--- config.mk ---
export PLATFORM = sky130hd
export DESIGN_NAME = switch_conditioner_flat
export DESIGN_NICKNAME = d
export VERILOG_FILES = /design/src/rtl/switch_pkg.sv /design/src/rtl/switch_conditioner_if.sv /design/src/rtl/switch_debounce_bit.sv /design/src/rtl/switch_conditioner.sv /design/src/flat_wrapper.sv
export SDC_FILE = /design/constraint.sdc
export NUM_CORES = 1
export LEC_CHECK = 0
export ABC_AREA = 1
export BUFFER_PORTS_ARGS = -buffer_cell sky130_fd_sc_hd__buf_2
export CAP_MARGIN = 20
export CORE_MARGIN = 2
export CORE_UTILIZATION = 50
export DETAILED_ROUTE_END_ITERATION = 6
export HOLD_SLACK_MARGIN = 0.06
export PLACE_DENSITY_LB_ADDON = 0.08
export SYNTH_ARGS = -nofsm -noshare
export SYNTH_HDL_FRONTEND = slang
export SYNTH_SLANG_ARGS = --single-unit
--- constraint.sdc ---
create_clock -name clk_2 -period 2.1 [get_ports clk_2]
set_input_delay 0.315 -clock clk_2 [delete_from_list [all_inputs] [get_ports clk_2]]
set_output_delay 0.315 -clock clk_2 [all_outputs]
set_load 0.01 [all_outputs]
--- src/rtl/switch_pkg.sv ---
// switch_conditioner shared types and constants.
// Repeat FSM states, parameter defaults and SWI bit roles.
package switch_pkg;

  typedef enum logic [1:0] {
    IDLE,
    HOLD,
    REPEAT
  } rpt_state_t;

  localparam int DEF_NSW           = 8;
  localparam int DEF_DEBOUNCE      = 4;
  localparam int DEF_REPEAT_DELAY  = 8;
  localparam int DEF_REPEAT_PERIOD = 4;

  localparam int SW_RESET    = 0;
  localparam int SW_UP       = 1;
  localparam int SW_ON       = 2;
  localparam int SW_LOAD     = 3;
  localparam int SW_DATA_LSB = 4;

endpackage

--- src/rtl/switch_conditioner_if.sv ---
// switch_conditioner bus: raw switches in, conditioned
// levels and pulses out.
interface switch_conditioner_if #(
  parameter int NSW = 8
);

  logic [NSW-1:0] SWI;
  logic [NSW-1:0] sw_level;
  logic [NSW-1:0] sw_rise;
  logic [NSW-1:0] sw_fall;
  logic [NSW-1:0] sw_press;

  modport master (
    output SWI,
    input  sw_level,
    input  sw_rise,
    input  sw_fall,
    input  sw_press
  );

  modport slave (
    input  SWI,
    output sw_level,
    output sw_rise,
    output sw_fall,
    output sw_press
  );

endinterface

--- src/rtl/switch_debounce_bit.sv ---
// One switch bit: 2-flop sync, debounce, edge pulses
// and optional auto-repeat of the press pulse.
module switch_debounce_bit
  import switch_pkg::*;
#(
  parameter int DEBOUNCE_CYCLES = DEF_DEBOUNCE,
  parameter bit REPEAT_EN       = 1'b0,
  parameter int REPEAT_DELAY    = DEF_REPEAT_DELAY,
  parameter int REPEAT_PERIOD   = DEF_REPEAT_PERIOD
) (
  input  logic clk_2,
  input  logic reset,
  input  logic raw,
  output logic level,
  output logic rise,
  output logic fall,
  output logic press
);

  localparam int CW = $clog2(DEBOUNCE_CYCLES + 1);
  localparam int RMAX =
    (REPEAT_DELAY > REPEAT_PERIOD) ?
    REPEAT_DELAY : REPEAT_PERIOD;
  localparam int RW = $clog2(RMAX + 1);

  localparam logic [CW-1:0] DB_LAST =
    CW'(DEBOUNCE_CYCLES - 1);
  localparam logic [RW-1:0] DLY_LAST =
    RW'(REPEAT_DELAY - 1);
  localparam logic [RW-1:0] PER_LAST =
    RW'(REPEAT_PERIOD - 1);

  logic          s1;
  logic          s2;
  logic [CW-1:0] cnt;
  logic          flip;
  logic          level_nxt;
  rpt_state_t    state;
  logic [RW-1:0] rcnt;

  // Level flips once s2 has disagreed for the full window.
  always_comb begin
    flip      = (s2 != level) && (cnt == DB_LAST);
    level_nxt = flip ? s2 : level;
  end

  // Synchroniser, debounce counter, level and edge pulses.
  always_ff @(posedge clk_2 or negedge reset) begin
    if (!reset) begin
      s1    <= 1'b0;
      s2    <= 1'b0;
      cnt   <= '0;
      level <= 1'b0;
      rise  <= 1'b0;
      fall  <= 1'b0;
    end else begin
      s1 <= raw;
      s2 <= s1;
      unique case (1'b1)
        (s2 == level), flip: cnt <= '0;
        default:             cnt <= cnt + 1'b1;
      endcase
      level <= level_nxt;
      rise  <= flip & s2;
      fall  <= flip & ~s2;
    end
  end

  // Press on rise, then delayed and periodic repeats.
  always_ff @(posedge clk_2 or negedge reset) begin
    if (!reset) begin
      state <= IDLE;
      rcnt  <= '0;
      press <= 1'b0;
    end else begin
      press <= 1'b0;
      if (!level_nxt) begin
        state <= IDLE;
        rcnt  <= '0;
      end else begin
        unique case (state)
          IDLE: begin
            if (flip) begin
              press <= 1'b1;
              rcnt  <= '0;
              state <= REPEAT_EN ? HOLD : IDLE;
            end
          end
          HOLD: begin
            if (rcnt == DLY_LAST) begin
              press <= 1'b1;
              rcnt  <= '0;
              state <= REPEAT;
            end else begin
              rcnt <= rcnt + 1'b1;
            end
          end
          REPEAT: begin
            if (rcnt == PER_LAST) begin
              press <= 1'b1;
              rcnt  <= '0;
            end else begin
              rcnt <= rcnt + 1'b1;
            end
          end
          default: begin
            state <= IDLE;
            rcnt  <= '0;
          end
        endcase
      end
    end
  end

endmodule

--- src/rtl/switch_conditioner.sv ---
// Conditions raw board switches into clean levels,
// edge pulses and auto-repeating press pulses.
module switch_conditioner
  import switch_pkg::*;
#(
  parameter int             NSW             = DEF_NSW,
  parameter int             DEBOUNCE_CYCLES = DEF_DEBOUNCE,
  parameter logic [NSW-1:0] REPEAT_MASK     = '0,
  parameter int             REPEAT_DELAY    = DEF_REPEAT_DELAY,
  parameter int             REPEAT_PERIOD   = DEF_REPEAT_PERIOD
) (
  input logic                 clk_2,
  input logic                 reset,
  switch_conditioner_if.slave bus
);

  logic [NSW-1:0] level;
  logic [NSW-1:0] rise;
  logic [NSW-1:0] fall;
  logic [NSW-1:0] press;

  for (genvar i = 0; i < NSW; i++) begin : g_bit
    switch_debounce_bit #(
      .DEBOUNCE_CYCLES (DEBOUNCE_CYCLES),
      .REPEAT_EN       (REPEAT_MASK[i]),
      .REPEAT_DELAY    (REPEAT_DELAY),
      .REPEAT_PERIOD   (REPEAT_PERIOD)
    ) u_bit (
      .clk_2 (clk_2),
      .reset (reset),
      .raw   (bus.SWI[i]),
      .level (level[i]),
      .rise  (rise[i]),
      .fall  (fall[i]),
      .press (press[i])
    );
  end

  assign bus.sw_level = level;
  assign bus.sw_rise  = rise;
  assign bus.sw_fall  = fall;
  assign bus.sw_press = press;

endmodule

--- src/flat_wrapper.sv ---
// flat-port wrapper written by rule: the top's interface ports become plain ports
module switch_conditioner_flat import switch_pkg::*;
#(
  parameter int             NSW             = DEF_NSW,
  parameter int             DEBOUNCE_CYCLES = DEF_DEBOUNCE,
  parameter logic [NSW-1:0] REPEAT_MASK     = '0,
  parameter int             REPEAT_DELAY    = DEF_REPEAT_DELAY,
  parameter int             REPEAT_PERIOD   = DEF_REPEAT_PERIOD
)
  (clk_2, reset, bus_SWI, bus_sw_level, bus_sw_rise, bus_sw_fall, bus_sw_press);
  switch_conditioner_if #(.NSW(NSW)) bus_i ();
  input logic clk_2;
  input logic reset;
  input wire logic [$bits(bus_i.SWI)-1:0] bus_SWI;
  output wire logic [$bits(bus_i.sw_level)-1:0] bus_sw_level;
  output wire logic [$bits(bus_i.sw_rise)-1:0] bus_sw_rise;
  output wire logic [$bits(bus_i.sw_fall)-1:0] bus_sw_fall;
  output wire logic [$bits(bus_i.sw_press)-1:0] bus_sw_press;
  assign bus_i.SWI = bus_SWI;
  assign bus_sw_level = bus_i.sw_level;
  assign bus_sw_rise = bus_i.sw_rise;
  assign bus_sw_fall = bus_i.sw_fall;
  assign bus_sw_press = bus_i.sw_press;
  switch_conditioner #(.NSW(NSW), .DEBOUNCE_CYCLES(DEBOUNCE_CYCLES), .REPEAT_MASK(REPEAT_MASK), .REPEAT_DELAY(REPEAT_DELAY), .REPEAT_PERIOD(REPEAT_PERIOD)) u_core (.clk_2(clk_2), .reset(reset), .bus(bus_i));
endmodule
==> impl_metrics.toml, run 1 <==
[floorplan]
floorplan.die.height_um = 78.4
design.core.area_um2 = 5440
floorplan.initialDensity = 0.509
io-pin-count = 42
floorplan.die.width_um = 78.4
core.rowCount = 27
die_area_um2 = 6150

[timing]
hold_viol = 0
worst_rel_slew_slack = 0.699
timing.final.crit_share = 0.583
tightest_pin_transition_ns = 0.452
max_clock_freq_mhz = 816
rsz0062_at_grt = "no"
fin_worst_skew_ns = 0.00385
period_needed_ns = 1.22
finalMaxSlewViolations = 0
totalNegativeSetupSlack_ns = 0
setup_violations = 0

[critical_path]
worst_ep_arrival_time_ns = 0.91
cp_num_cells = 1
critical_path.top_delay_family = "flip-flops"
timing.critical_path.to_type = "primary output"
critPathRequiredTime_ns = 1.78
worstReg2RegStart = "u_core.g_bit[0].u_bit.cnt[0]$_DFF_PN0_"
timing.critical_path.slowest_stage_cell = "sky130_fd_sc_hd__dfrtp_1"
cp_cell_sequence = "buf_2"
cp_slowest_stage_delay_ns = 0.42
startpoint_type = "flop"
rr_worst_depth = 5
crit_buf_inv = 1
critical_path.max_fanout = 5
ff2ff_setup_slack_ns = 0.93
setup.worst_path.class = "flop to primary output"
rr_endpoint = "u_core.g_bit[0].u_bit.cnt[2]$_DFF_PN0_"

[finish]
most_frequent_standard_cell_in_the_layout_excluding_fill_and_tap_cells = "sky130_fd_sc_hd__dfrtp_1"
drive_gt1_frac = 0.205
fillCellCount = 495
layout-area-overhead-vs-synth_pct = 11.6
finish.net_count = 304
final_cell_mix = "sky130_fd_sc_hd__dfrtp_1, sky130_fd_sc_hd__nor2_1, sky130_fd_sc_hd__inv_1, sky130_fd_sc_hd__buf_2, sky130_fd_sc_hd__nand2_1"
instances_no_fill = 355
seq_area_um2 = 1800
antennaDiodeCount = 0
multi_input_area_um2 = 576

[drt]
postRouteWirelength_mm = 3.34
average_vias_per_placed_instance = 4.30
route.vias.total = 1528
drt-wirelength-per-cell_um = 9.41
drcViolationCount = 0
drt_iter0_drc = 82
drt_first_pass_iters = 4
antenna_violating_nets_post_route = 0

[global_routing]
grt_start_max_net_pins = 38
grt_overflow = 0
gr-usage-all-layers = 0.130
wire_length_of_the_first_global_routing_pass_mm = 6.02
initial_antenna_violation_count = 0
first_global_vias = 1452

[cts]
clock-root-buffer = "sky130_fd_sc_hd__clkbuf_8"
cts_buffer_depth = 2
clock_pin_slew_on_the_worst_setup_and_hold_paths_ns = 0.07
h-tree-depth = 3
worstSkewPairLatency_ns = 0.33
total_clock_buffers_created_by_cts = 9
cts_tree = "yes"
postCtsSetupRepairBufs = 0
cts_resized = 0
clock-sinks = 72

[min_path]
holdPathEnd = "u_core.g_bit[2].u_bit.s1$_DFF_PN0_"
worst_hold_startpoint = "bus_SWI[2]"
worstHoldPathCells = 1
timing.hold.worst.class = "input pin to flop"

[placed_design]
gp_congestion = 0.700
numPortBuffers = 41
place_inst = 338
post-dp-hpwl_mm = 2.35

[logic_synthesis]
yosys_register_bits = 72
synth_area_per_cell_um2 = 10.8
synthDominantCellAreaShare = 0.651
synthesis.instances = 256
unique_cell_type_count_in_the_yosys_netlist = 8
netlist.top_cell.by_area = "sky130_fd_sc_hd__dfrtp_1"
yosys_synthesis_warning_count = 0
syn-num-nets = 282
yosysSeqAreaShare = 0.651
post_synth_design_cell_area_um2 = 2770
ys_top_cells_by_area = "sky130_fd_sc_hd__dfrtp_1, sky130_fd_sc_hd__buf_4, sky130_fd_sc_hd__ha_1"

[outcome]
status = "complete, no violations"

[job]
maxCapViolCount = 0

[power]
power_per_cell_area_nw_per_um2 = 1190
irDropWorstVdd_v = 0.000636
static-leakage-power_uw = 0.00171
[synth_stat cells]
master and n:
sky130_fd_sc_hd__ha_1 16, sky130_fd_sc_hd__buf_4 32, sky130_fd_sc_hd__o21ai_0 8, sky130_fd_sc_hd__nand2_2 2, sky130_fd_sc_hd__nor2_1 48, sky130_fd_sc_hd__inv_1 40, sky130_fd_sc_hd__dfrtp_1 72, sky130_fd_sc_hd__nand2_1 38
[stage by stage]
step | util | total power, uW | cell area, um^2 | setup slack, ns | hold slack, ns
3_3_place_gp | 0.523 | 2490 | 2850 | 0.941 | 0.300
2_1_floorplan | - | 2400 | 2770 | 1.03 | 0.0194
4_1_cts | 0.568 | 3760 | 3090 | 0.847 | 0.0645
3_5_place_dp | 0.523 | 2510 | 2850 | 0.926 | 0.305
5_1_grt | 0.568 | 3980 | 3090 | 0.803 | 0.0628
6_report | 0.568 | 3690 | 3090 | 0.875 | 0.0864
[what timing repair did]
item                       CTS  global route
setup endpoints to repair    0             0
hold buffers                 1             0
hold endpoints to repair    35             0
[final cells by class]
cell class / count / share of cell area
clock buffer: 14 / 0.0559
clock inverter: 2 / 0.0194
inverter: 40 / 0.0486
multi-input combinational: 112 / 0.186
sequential: 72 / 0.583
tap: 72 / 0.0292
timing repair buffer: 43 / 0.0770
[power breakdown]
group | total (uW) | internal (uW) | switching [uW] | leakage (uW)
sequential | 1770 | 1640 | 127 | 0.000940
clock | 1230 | 768 | 458 | 0.000117
combinational | 692 | 268 | 424 | 0.000653
total | 3690 | 2680 | 1010 | 0.00171
[kinds of logic (layout without fill, tap and decap cells)]
| family | Yosys count | in the layout | share of synthesized area |
|---|---|---|---|
| compound gates | 8 | 8 | 0.0145 |
| fa+ha+maj | 16 | 16 | 0.0723 |
| buf+inv | 72 | 99 | 0.141 |
| flops | 72 | 72 | 0.651 |
| simple gates | 88 | 88 | 0.121 |
[flip-flops by register name, indices dropped and copies added (netlist names)]
signal / cells
u_core.g_bit.u_bit.cnt: 24
u_core.g_bit.u_bit.s1: 8
u_core.g_bit.u_bit.fall: 8
u_core.g_bit.u_bit.level: 8
u_core.g_bit.u_bit.rise: 8
u_core.g_bit.u_bit.s2: 8
u_core.g_bit.u_bit.press: 8
[metal layers]
metal  up-vias  GRT usage  wire length, um
met3        11     0.0414              166
li1        773          -                -
met4         0     0.0895              111
met2        38      0.196             1560
met5         -          0                0
met1       706      0.159             1510
[worst max-delay path by stage]
| stage | endpoint | slack, ns | from |
|---|---|---|---|
| global route | u_core.g_bit[3].u_bit.cnt[1]$_DFF_PN0_ | 0.80 | u_core.g_bit[3].u_bit.cnt[0]$_DFF_PN0_ |
| detailed placement | u_core.g_bit[0].u_bit.cnt[2]$_DFF_PN0_ | 0.93 | u_core.g_bit[0].u_bit.cnt[0]$_DFF_PN0_ |
| global placement | u_core.g_bit[0].u_bit.cnt[0]$_DFF_PN0_ | 0.94 | u_core.g_bit[0].u_bit.cnt[0]$_DFF_PN0_ |
| floorplan | u_core.g_bit[0].u_bit.cnt[0]$_DFF_PN0_ | 1.03 | u_core.g_bit[0].u_bit.cnt[0]$_DFF_PN0_ |
| finish | bus_sw_level[5] | 0.88 | u_core.g_bit[5].u_bit.level$_DFF_PN0_ |
| CTS | bus_sw_level[6] | 0.85 | u_core.g_bit[6].u_bit.level$_DFF_PN0_ |
(Power assumes the default switching activity.)
==> run 2: changes to the inputs <==
Clock period 2.1 ns to 1.2 ns, I/O delays scaled along.
==> impl_metrics.toml, run 2 (same netlist as run 1, synthesis figures left out) <==
[outcome]
status = "complete, no violations"

[timing]
setup_violations = 0
rsz0062_at_grt = "no"
totalNegativeSetupSlack_ns = 0
fin_worst_skew_ns = 0.00262
worst_rel_slew_slack = 0.755
finalMaxSlewViolations = 0
timing.final.crit_share = 0.918
period_needed_ns = 1.10
tightest_pin_transition_ns = 0.367
max_clock_freq_mhz = 908
hold_viol = 0

[drt]
postRouteWirelength_mm = 3.30
drt_first_pass_iters = 2
drcViolationCount = 0
average_vias_per_placed_instance = 4.20
drt_iter0_drc = 55
route.vias.total = 1524
antenna_violating_nets_post_route = 0
drt-wirelength-per-cell_um = 9.08

[finish]
registers.top_by_ff_count = "u_core.g_bit.u_bit.cnt"
antennaDiodeCount = 0
layout-area-overhead-vs-synth_pct = 14.9
number_of_flip_flops_in_the_largest_register = 24
most_frequent_standard_cell_in_the_layout_excluding_fill_and_tap_cells = "sky130_fd_sc_hd__dfrtp_1"
finish.net_count = 312
drive_gt1_frac = 0.261
fillCellCount = 472
instances_no_fill = 363
final_cell_mix = "sky130_fd_sc_hd__dfrtp_1, sky130_fd_sc_hd__nor2_1, sky130_fd_sc_hd__buf_2, sky130_fd_sc_hd__nand2_1, sky130_fd_sc_hd__inv_1"

[critical_path]
critPathRequiredTime_ns = 1.02
crit_buf_inv = 1
critical_path.max_fanout = 5
critical_path.top_delay_family = "flip-flops"
worst_ep_arrival_time_ns = 0.92
timing.critical_path.slowest_stage_cell = "sky130_fd_sc_hd__dfrtp_1"
startpoint_type = "flop"
cp_cell_sequence = "buf_2"
timing.critical_path.to_type = "primary output"
cp_slowest_stage_delay_ns = 0.43
setup.worst_path.class = "flop to primary output"
worstReg2RegStart = "u_core.g_bit[3].u_bit.cnt[0]$_DFF_PN0_"
rr_worst_depth = 5
rr_endpoint = "u_core.g_bit[3].u_bit.cnt[0]$_DFF_PN0_"
ff2ff_setup_slack_ns = 0.11

[floorplan]
floorplan.initialDensity = 0.509
die_area_um2 = 6150
floorplan.die.width_um = 78.4
design.core.area_um2 = 5440
io-pin-count = 42
core.rowCount = 27
floorplan.die.height_um = 78.4

[placed_design]
place_inst = 338
gp_congestion = 0.701
post-dp-hpwl_mm = 2.19
numPortBuffers = 41

[power]
fraction_of_power_consumed_by_sequential_logic = 0.487
power.net_switching_uw = 1790
internal_power_uw = 4570
power_per_cell_area_nw_per_um2 = 2000
clock_power_share = 0.312
static-leakage-power_uw = 0.00173
swShare = 0.281
irDropWorstVdd_v = 0.00110
share_comb_of_total_power = 0.201

[min_path]
worst_hold_startpoint = "u_core.g_bit[3].u_bit.s1$_DFF_PN0_"
worstHoldPathCells = 0
holdPathEnd = "u_core.g_bit[3].u_bit.s2$_DFF_PN0_"
timing.hold.worst.class = "flop to flop"

[global_routing]
first_global_vias = 1466
grt_overflow = 0
wire_length_of_the_first_global_routing_pass_mm = 6.04
gr-usage-all-layers = 0.132
grt_start_max_net_pins = 73
initial_antenna_violation_count = 0

[cts]
total_clock_buffers_created_by_cts = 9
clock_pin_slew_on_the_worst_setup_and_hold_paths_ns = 0.07
cts_buffer_depth = 2
clock-root-buffer = "sky130_fd_sc_hd__clkbuf_8"
clock-sinks = 72
worstSkewPairLatency_ns = 0.33
postCtsSetupRepairBufs = 0
h-tree-depth = 3
cts_tree = "yes"

[job]
maxCapViolCount = 0
[run 2: changes by cell type in the layout (fill, tap and decap cells not counted), sizes merged]
cell / change
dlygate4sd3: +8
bufinv: -1
clkinv: +1
[run 2: worst max-delay path by stage]
stage	from	to	slack [ns]	cells past startpoint
after floorplan	u_core.g_bit[0].u_bit.cnt[0]$_DFF_PN0_	u_core.g_bit[0].u_bit.cnt[0]$_DFF_PN0_	0.13	5
after global placement	u_core.g_bit[0].u_bit.cnt[0]$_DFF_PN0_	u_core.g_bit[0].u_bit.cnt[1]$_DFF_PN0_	0.04	5
after detailed placement	u_core.g_bit[0].u_bit.cnt[0]$_DFF_PN0_	u_core.g_bit[0].u_bit.cnt[2]$_DFF_PN0_	0.03	5
after CTS	u_core.g_bit[0].u_bit.cnt[0]$_DFF_PN0_	u_core.g_bit[0].u_bit.cnt[2]$_DFF_PN0_	0.01	5
after global routing	u_core.g_bit[6].u_bit.cnt[0]$_DFF_PN0_	u_core.g_bit[6].u_bit.cnt[1]$_DFF_PN0_	0.02	5
final	u_core.g_bit[5].u_bit.level$_DFF_PN0_	bus_sw_level[5]	0.1	1
[run 2: repair_timing]
| item | CTS | global route |
|---|---|---|
| resized for setup | 0 | 17 |
| hold buffers | 9 | 0 |
| endpoints found under the hold margin | 80 | 0 |
| setup endpoints to repair | 0 | 20 |
[run 2: power by group through the flow]
stage                     Clock [uW]  Sequential [uW]  Combinational, uW
final                           1980             3100               1280
after global routing            2160             3160               1550
after CTS                       2070             3110               1270
after detailed placement           0             3150               1250
after global placement             0             3140               1210
after floorplan                    0             3100               1090
[run 2: final cells by class]
| class | instances | area (um^2) | area share |
|---|---|---|---|
| clock buffer | 14 | 183 | 0.0574 |
| clock inverter | 2 | 35.0 | 0.0110 |
| inverter | 40 | 150 | 0.0472 |
| multi-input combinational | 112 | 603 | 0.190 |
| sequential | 72 | 1800 | 0.566 |
| tap | 72 | 90.1 | 0.0283 |
| timing repair buffer | 51 | 318 | 0.0999 |
[run 2: metal layers]
metal / vias to the layer above / global-route usage / routed length, um
li1: 789 / - / -
met4: 0 / 0.105 / 117
met1: 693 / 0.151 / 1500
met5: - / 0 / 0
met3: 10 / 0.0391 / 172
met2: 32 / 0.204 / 1510
[run 2: stage by stage]
step | setup slack [ns] | total power [uW] | hold WS, ns | utilization | instance area (um^2)
2_1_floorplan | 0.127 | 4190 | -0.116 | - | 2770
3_3_place_gp | 0.0424 | 4360 | 0.222 | 0.523 | 2850
3_5_place_dp | 0.0254 | 4400 | 0.220 | 0.523 | 2850
4_1_cts | 0.0109 | 6450 | 0.351 | 0.580 | 3150
5_1_grt | 0.0153 | 6870 | 0.359 | 0.585 | 3180
6_report | 0.0985 | 6360 | 0.349 | 0.585 | 3180
